$ cat config.mk
export PLATFORM = sky130hd
export DESIGN_NAME = divider_4bit
export DESIGN_NICKNAME = d
export VERILOG_FILES = /design/src/rtl/divider_4bit_pkg.sv /design/src/rtl/subtractor_5bit.sv /design/src/rtl/divider_4bit.sv
export SDC_FILE = /design/constraint.sdc
export NUM_CORES = 1
export LEC_CHECK = 0
export CORE_MARGIN = 3
export CORE_UTILIZATION = 45
export CTS_CLUSTER_DIAMETER = 40
export CTS_CLUSTER_SIZE = 30
export DETAILED_ROUTE_END_ITERATION = 10
export HOLD_SLACK_MARGIN = 0.1
export PLACE_DENSITY = 0.69
export SLEW_MARGIN = 20
export SYNTH_ARGS = -nofsm -noshare
export SYNTH_HDL_FRONTEND = slang
export SYNTH_SLANG_ARGS = --single-unit
$ cat constraint.sdc
create_clock -name clk -period 3.2 [get_ports clk]
set_input_delay 0.8 -clock clk [delete_from_list [all_inputs] [get_ports clk]]
set_output_delay 0.8 -clock clk [all_outputs]
set_load 0.02 [all_outputs]
$ cat src/rtl/divider_4bit_pkg.sv
// Shared constants for the restoring divider: FSM encoding, default width and
// the quotient reported on divide-by-zero.
package divider_4bit_pkg;

    localparam int unsigned DEFAULT_WIDTH = 4;

    // Truncated to WIDTH bits at the point of use, so it reads as all ones at any width.
    localparam logic [31:0] DBZ_QUOTIENT = 32'hFFFF_FFFF;

    typedef enum logic [1:0] {
        IDLE = 2'd0,
        RUN  = 2'd1,
        DONE = 2'd2
    } state_e;

endpackage

$ cat src/rtl/subtractor_5bit.sv
// Trial subtractor for the divider: difference = a - b, borrow set when a < b.
module subtractor_5bit #(
    parameter int unsigned W = 5
) (
    input  logic [W-1:0] a,
    input  logic [W-1:0] b,
    output logic [W-1:0] difference,
    output logic         borrow
);

    assign {borrow, difference} = {1'b0, a} - {1'b0, b};

endmodule

$ cat src/rtl/divider_4bit.sv
// Unsigned restoring divider: one quotient bit per clock, MSB first, with a
// single-cycle divide-by-zero path.
module divider_4bit
    import divider_4bit_pkg::*;
#(
    parameter int unsigned WIDTH = DEFAULT_WIDTH
) (
    input  logic             clk,
    input  logic             rst,
    input  logic             start,
    input  logic [WIDTH-1:0] m,
    input  logic [WIDTH-1:0] n,
    output logic [WIDTH-1:0] q,
    output logic [WIDTH-1:0] r,
    output logic             busy,
    output logic             done,
    output logic             div_by_zero
);

    localparam int unsigned CNT_W = (WIDTH > 1) ? $clog2(WIDTH) : 1;
    localparam int unsigned REM_W = WIDTH + 1;

    state_e             state_q, state_d;
    logic [CNT_W-1:0]   cnt_q, cnt_d;
    logic [REM_W-1:0]   rem_q, rem_d;
    logic [WIDTH-1:0]   dvd_q, dvd_d;
    logic [WIDTH-1:0]   dvs_q, dvs_d;
    logic [WIDTH-1:0]   quo_q, quo_d;
    logic [WIDTH-1:0]   q_q, q_d;
    logic [WIDTH-1:0]   r_q, r_d;
    logic               busy_q, busy_d;
    logic               done_q, done_d;
    logic               dbz_q, dbz_d;

    logic [REM_W-1:0]   shifted_c;
    logic [REM_W-1:0]   diff_c;
    logic               borrow_c;

    // Partial remainder shifted left with the next dividend bit; the remainder is
    // always below the divisor, so the dropped MSB is zero.
    assign shifted_c = REM_W'({rem_q, dvd_q[WIDTH-1]});

    subtractor_5bit #(
        .W (REM_W)
    ) u_sub (
        .a          (shifted_c),
        .b          ({1'b0, dvs_q}),
        .difference (diff_c),
        .borrow     (borrow_c)
    );

    always_comb begin
        state_d = state_q;
        cnt_d   = cnt_q;
        rem_d   = rem_q;
        dvd_d   = dvd_q;
        dvs_d   = dvs_q;
        quo_d   = quo_q;
        q_d     = q_q;
        r_d     = r_q;
        dbz_d   = dbz_q;
        busy_d  = busy_q;
        done_d  = 1'b0;

        case (state_q)
            IDLE: begin
                busy_d = 1'b0;
                if (start) begin
                    busy_d = 1'b1;
                    dbz_d  = (n == '0);
                    if (n == '0) begin
                        state_d = DONE;
                        q_d     = WIDTH'(DBZ_QUOTIENT);
                        r_d     = m;
                        done_d  = 1'b1;
                    end else begin
                        state_d = RUN;
                        dvd_d   = m;
                        dvs_d   = n;
                        rem_d   = '0;
                        quo_d   = '0;
                        cnt_d   = '0;
                    end
                end
            end

            RUN: begin
                rem_d = borrow_c ? shifted_c : diff_c;
                quo_d = WIDTH'({quo_q, ~borrow_c});
                dvd_d = dvd_q << 1;
                // Last iteration publishes the result and parks the counter at zero.
                if (cnt_q == CNT_W'(WIDTH - 1)) begin
                    state_d = DONE;
                    cnt_d   = '0;
                    q_d     = quo_d;
                    r_d     = rem_d[WIDTH-1:0];
                    done_d  = 1'b1;
                end else begin
                    cnt_d = cnt_q + CNT_W'(1);
                end
            end

            DONE: begin
                state_d = IDLE;
                busy_d  = 1'b0;
            end

            default: begin
                state_d = IDLE;
                busy_d  = 1'b0;
            end
        endcase
    end

    always_ff @(posedge clk) begin
        if (rst) begin
            state_q <= IDLE;
            cnt_q   <= '0;
            rem_q   <= '0;
            dvd_q   <= '0;
            dvs_q   <= '0;
            quo_q   <= '0;
            q_q     <= '0;
            r_q     <= '0;
            busy_q  <= 1'b0;
            done_q  <= 1'b0;
            dbz_q   <= 1'b0;
        end else begin
            state_q <= state_d;
            cnt_q   <= cnt_d;
            rem_q   <= rem_d;
            dvd_q   <= dvd_d;
            dvs_q   <= dvs_d;
            quo_q   <= quo_d;
            q_q     <= q_d;
            r_q     <= r_d;
            busy_q  <= busy_d;
            done_q  <= done_d;
            dbz_q   <= dbz_d;
        end
    end

    assign q           = q_q;
    assign r           = r_q;
    assign busy        = busy_q;
    assign done        = done_q;
    assign div_by_zero = dbz_q;

endmodule
==> flow_summary_export.csv, run 1 <==
group,metric,value,unit
outcome,status,"finished, final reports clean",
logic_synthesis,yosys-top-cells-area,"dfxtp_1, nor2_1, nand2_1",
place,numPortBuffers,21,
setup_path,r2r-end,"r[1]$_SDFFE_PP0P_",
min_path,min_path_type,"register to register",
timing,max_freq,0.377,GHz
routing,vias_per_cell,5.56,
setup_path,reg2reg_from,"state_q[0]$_SDFFE_PP0P_",
place,dp_hpwl,2.08,mm
setup_path,critical_path_class,"input port to register",
routing,first_iter_violations,46,
clock_network,clkSinkCount,30,
die,die_area,3630,um2
clock_network,tritoncts,"built",
global_routing,track_usage,16.3,%
clock_network,hold_buffers,0,
place,dp_cells,191,
timing,rsz0062_at_grt,"no",
pwr,power_leakage,0.587,nW
clock_network,post-cts-setup-buffers,0,
global_routing,grt_first_pass_wirelength,4.44,mm
pwr,power.density,493,nW/um2
logic_synthesis,syn_inst,146,
timing,relSlewSlack,37.9,%
logic_synthesis,async_reset_ff_share,0,%
logic_synthesis,yosys.area.top_type_share,45.3,%
die,coreArea,2780,um2
logic_synthesis,ys_seq_area_share,45.3,%
logic_synthesis,synth_edf_count,0,
clock_network,htree_levels,2,
finish,register_area,601,um2
clock_network,clk_pin_slew_worst_paths,90,ps
clock_network,cts_resized,0,
global_routing,grt_max_degree,19,
logic_synthesis,avgSynthCellArea,9.08,um2
setup_path,critPathRequiredTime,3440,ps
finish,layout_commonest_cell,"dfxtp_1",
setup_path,cp-end-kind,"register",
setup_path,rr_worst_depth,5,
min_path,hold_depth,2,
finish,most-common-layout-cells,"dfxtp_1, nor2_1, clkdlybuf4s50_1, nand2_1, a21oi_1",
logic_synthesis,synth_area_leader_cell,"dfxtp_1",
timing,setup_viol,0,
finish,n_antenna_cell,0,
setup_path,crit_path_max_fanout,12,
die,start_util,47.7,%
die,fp.dieW,60.3,um
finish,finalNonFillerCells,199,
global_routing,antenna_found_initial,0,
timing,tns,0,ps
logic_synthesis,synth_area,1330,um2
die,die_y,60.3,um
clock_network,clkLatencyLatePin,330,ps
finish,final.fill_count,264,
timing,period_share,82.8,%
setup_path,reg2reg_slack,1150,ps
setup_path,slowest_stage,"or4_4",
die,placementRows,19,
timing,worst_pin_slew,930,ps
clock_network,cts_inserted_buffers,5,
timing,clock_skew,10.5,ps
routing,vias,1107,
logic_synthesis,ys.flop_type,"dfxtp_1",
routing,routed_wl,2.74,mm
place,routabilityCongestion,0.833,
timing,maxSlewViolCount,0,
min_path,min_from,"dvd_q[0]$_SDFFE_PP0P_",
logic_synthesis,ys_ff_latch,30,
setup_path,worstPathCellList,"clkdlybuf4s50_1 -> or4_4 -> or3b_4 -> a21oi_4 -> nor2_1 -> a311oi_1",
flow_run,max-cap-violations,0,
finish,syn_to_final_growth,20.8,%
clock_network,clk_path_buf_depth,2,
routing,drc,0,
logic_synthesis,synthDistinctLibCells,38,
routing,wl_per_cell,13.7,um
finish,final_layout_size_suffix_gt1_share,10.7,%
finish,nets,184,
timing,finalHoldViolations,0,
finish,multiInputGateArea,667,um2
timing,period_needed,2650,ps
routing,firstDrtPassIters,4,
setup_path,start_kind,"input port",
die,io_pins,22,
global_routing,first_global_vias,1036,
setup_path,cp.arrival,2890,ps
pwr,ir_worst_vdd,0.433,mV
routing,detail-route-antenna-nets,0,
global_routing,grt_overflow_total,0,
clock_network,cts_root_buffer,"clkbuf_4",
logic_synthesis,yosysWarnings,0,
logic_synthesis,synth_nets,163,
setup_path,max_stage_delay,560,ps
min_path,min_to,"dvd_q[0]$_SDFFE_PP0P_",
## final cells by class
| class | instances | area share, % |
|---|---|---|
| Clock inverter | 1 | 0.312 |
| Tap cell | 31 | 2.42 |
| Multi-Input combinational cell | 103 | 41.6 |
| Clock buffer | 7 | 3.43 |
| Inverter | 5 | 1.17 |
| Timing Repair Buffer | 22 | 13.6 |
| Sequential cell | 30 | 37.5 |
## cell usage after synthesis, types with 3 or more instances
cell type	n
inv_1	5
nor3_1	7
a22oi_1	4
nand2_1	17
o21ai_0	3
a21oi_1	8
a311oi_1	5
ha_1	5
nor2b_1	3
nor2_1	21
dfxtp_1	30
a22o_1	3
clkbuf_1	4
## metal layers
| layer | share of wire [%] | GRT usage [%] | vias up | wire, um |
|---|---|---|---|---|
| met4 | 0.84 | 5.70 | 0 | 23 |
| li1 | - | - | 566 | - |
| met2 | 44 | 25.8 | 30 | 1210 |
| met3 | 6.3 | 5.40 | 4 | 172 |
| met1 | 48 | 20.7 | 507 | 1330 |
| met5 | 0 | 0 | - | 0 |
## worst max-delay path: cells and delay by family
family                 cells  cell delay [ps]
and+or+nand+nor            3             1070
AOI/OAI and AO/OA          2              600
buffers and inverters      1              420
## worst max path at each step
stage	start	endpoint	slack, ps	cells past startpoint
after floorplan	n[0]	r[2]$_SDFFE_PP0P_	770	6
after global placement	n[0]	r[2]$_SDFFE_PP0P_	270	6
after detailed placement	n[0]	r[1]$_SDFFE_PP0P_	210	6
after CTS	n[0]	r[1]$_SDFFE_PP0P_	560	6
after global routing	n[0]	r[1]$_SDFFE_PP0P_	450	6
final	n[0]	r[1]$_SDFFE_PP0P_	550	6
## metrics by stage
stage / hold slack, ps / worst slack (ps) / utilization [%] / cell area (um2) / total power [mW]
final: 463 / 550 / 57.6 / 1600 / 0.791
after global routing: 499 / 448 / 57.6 / 1600 / 0.831
after CTS: 466 / 559 / 57.6 / 1600 / 0.794
after detailed placement: 452 / 208 / 55.5 / 1540 / 0.566
after global placement: 446 / 266 / 55.5 / 1540 / 0.560
after floorplan: 437 / 770 / - / 1330 / 0.518
## where the power goes
group	leakage, nW	total, mW	switching (mW)	internal [mW]
clock	0.0353	0.233	0.127	0.106
combinational	0.307	0.147	0.0819	0.0655
sequential	0.245	0.410	0.0162	0.394
## flip-flops by register name, indices dropped and copies added, names as in the netlist
register / cells
div_by_zero: 1
rem_q: 4
cnt_q: 2
quo_q: 3
q: 4
busy: 1
done: 1
r: 4
dvd_q: 4
state_q: 2
dvs_q: 4
## logic make-up after synthesis
group                      share of synthesized area (%)
and+or+nand+nor                                     19.6
buffers and inverters                               4.43
AOI/OAI and AO/OA                                   22.2
xor gates and xnor gates                           0.660
DFF                                                 45.3
adders and majority gates                           6.23
muxes                                               1.60
No activity file was read; power rests on OpenSTA's default activity.
==> run 2: changes to the inputs <==
--- a/config.mk
+++ b/config.mk
@@ -11,7 +11,7 @@
 export CTS_CLUSTER_SIZE = 30
 export DETAILED_ROUTE_END_ITERATION = 10
 export HOLD_SLACK_MARGIN = 0.1
-export PLACE_DENSITY = 0.69
+export PLACE_DENSITY = 0.72
 export SLEW_MARGIN = 20
 export SYNTH_ARGS = -nofsm -noshare
 export SYNTH_HDL_FRONTEND = slang
==> constraint.sdc (replaced) <==
create_clock -name clk -period 2.4 [get_ports clk]
set_input_delay 0.6 -clock clk [delete_from_list [all_inputs] [get_ports clk]]
set_output_delay 0.6 -clock clk [all_outputs]
set_load 0.02 [all_outputs]
==> run 2 against run 1 <==
  * Register-to-register slack got worse by 760 ps
  * Final cell count increased by 3.5%
  * Non-clock buffer count increased by 7
  * Die area unchanged
  * Critical endpoint is now q[2]$_SDFFE_PP0P_
  * Sequential share of layout area decreased by 1.6 points
  * Critical path type unchanged
==> flow_summary_export.csv, run 2 (synthesis gave the netlist of run 1 again) <==
group,metric,value,unit
pwr,ir_worst_vdd,0.490,mV
timing,maxSlewViolCount,0,
die,die_area,3630,um2
timing,setup_viol,0,
finish,nets,191,
clock_network,clkSinkCount,30,
timing,max_freq,0.441,GHz
timing,worst_pin_slew,428,ps
timing,finalHoldViolations,0,
routing,routed_wl,2.86,mm
clock_network,clk_path_buf_depth,2,
min_path,min_path_type,"register to register",
timing,rsz0062_at_grt,"no",
die,start_util,47.7,%
finish,final_util,60.2,%
finish,final_layout_size_suffix_gt1_share,15.4,%
die,io_pins,22,
die,placementRows,19,
finish,syn_to_final_growth,26.2,%
finish,most-common-layout-cells,"dfxtp_1, nor2_1, clkdlybuf4s50_1, nand2_1, a21oi_1",
die,die_y,60.3,um
place,dp_hpwl,2.06,mm
clock_network,tritoncts,"built",
setup_path,start_kind,"input port",
timing,period_share,94.4,%
setup_path,critical_path_class,"input port to register",
place,routabilityCongestion,0.804,
clock_network,cts_root_buffer,"clkbuf_4",
place,numPortBuffers,21,
outcome,status,"finished, final reports clean",
global_routing,grt_overflow_total,0,
clock_network,hold_buffers,0,
setup_path,critPathRequiredTime,2660,ps
finish,n_antenna_cell,0,
routing,vias,1131,
global_routing,grt_max_degree,22,
finish,layout_commonest_cell,"dfxtp_1",
timing,relSlewSlack,71.4,%
die,fp.dieW,60.3,um
die,coreArea,2780,um2
setup_path,cp.arrival,2520,ps
global_routing,first_global_vias,1076,
clock_network,htree_levels,2,
global_routing,antenna_found_initial,0,
routing,detail-route-antenna-nets,0,
routing,firstDrtPassIters,4,
routing,first_iter_violations,53,
routing,wl_per_cell,13.9,um
flow_run,max-cap-violations,0,
timing,clock_skew,6.89,ps
timing,layout_setup_ws,135,ps
setup_path,crit_path_max_fanout,7,
pwr,power_leakage,0.654,nW
global_routing,track_usage,17.7,%
place,dpl_worst_slack,-355,ps
timing,period_needed,2270,ps
routing,vias_per_cell,5.49,
clock_network,clkLatencyLatePin,330,ps
setup_path,cp-end-kind,"register",
pwr,power.density,636,nW/um2
clock_network,cts_inserted_buffers,5,
clock_network,clk_pin_slew_worst_paths,90,ps
routing,drc,0,
global_routing,grt_first_pass_wirelength,4.82,mm
## run 2: per-stage QoR
stage	setup TNS, ps	hold WS, ps	cell area [um2]	std cells	power (mW)
finish	0	473	1670	206	1.06
floorplan	0	437	1330	146	0.691
global placement	-2090	452	1590	197	0.753
CTS	0	466	1650	205	1.07
detailed placement	-2390	455	1590	197	0.762
global route	0	495	1670	206	1.12
## run 2: cell type report
class	instances	area (um2)
tap	31	38.8
timing repair buffer	29	282
multi-input combinational	103	674
sequential	30	601
clock buffer	7	55.1
fill	259	1110
clock inverter	1	5.00
inverter	5	18.8
## run 2: layer usage
metal / share of wire [%] / GRT usage [%] / vias up
met1: 48 / 22.7 / 531
met4: 1.5 / 6.96 / 0
met2: 48 / 27.5 / 21
met3: 3.0 / 5.62 / 4
met5: 0 / 0 / -
li1: - / - / 575
## run 2: worst max-delay path, cell delays in order
cell             delay [ps]
clkdlybuf4s50_1         430
or4_4                   450
or3b_4                  420
a21oi_4                 270
buf_6                   160
nor2_1                   50
nor3_2                  150
## run 2: worst paths after layout
kind / startpoint / to / slack [ps] / cells past startpoint
hold reg to reg: dvd_q[0]$_SDFFE_PP0P_ / dvd_q[0]$_SDFFE_PP0P_ / 470 / 2
setup reg to reg: dvs_q[1]$_SDFFE_PP0P_ / r[3]$_SDFFE_PP0P_ / 390 / 7
hold / removal: dvd_q[0]$_SDFFE_PP0P_ / dvd_q[0]$_SDFFE_PP0P_ / 470 / 2
setup / recovery: n[0] / q[2]$_SDFFE_PP0P_ / 130 / 7
## run 2: power breakdown
group	internal, mW	switching [mW]	total (mW)
sequential	0.525	0.0218	0.547
clock	0.142	0.172	0.313
combinational	0.0924	0.111	0.204
total	0.759	0.305	1.06
## run 2: timing repair
action	in CTS	in global routing
setup endpoints to repair	1	7
resized for setup	1	5
pin swaps	1	5
setup buffers	0	1
==> run 3: changes to the inputs <==
--- a/config.mk
+++ b/config.mk
@@ -10,8 +10,9 @@
 export CTS_CLUSTER_DIAMETER = 40
 export CTS_CLUSTER_SIZE = 30
 export DETAILED_ROUTE_END_ITERATION = 10
-export HOLD_SLACK_MARGIN = 0.1
+export HOLD_SLACK_MARGIN = 0.02
 export PLACE_DENSITY = 0.72
+export SKIP_LAST_GASP = 1
 export SLEW_MARGIN = 20
 export SYNTH_ARGS = -nofsm -noshare
 export SYNTH_HDL_FRONTEND = slang
==> results of run 3 <==
The final DEF is identical to that of run 2; final timing and power are the same.
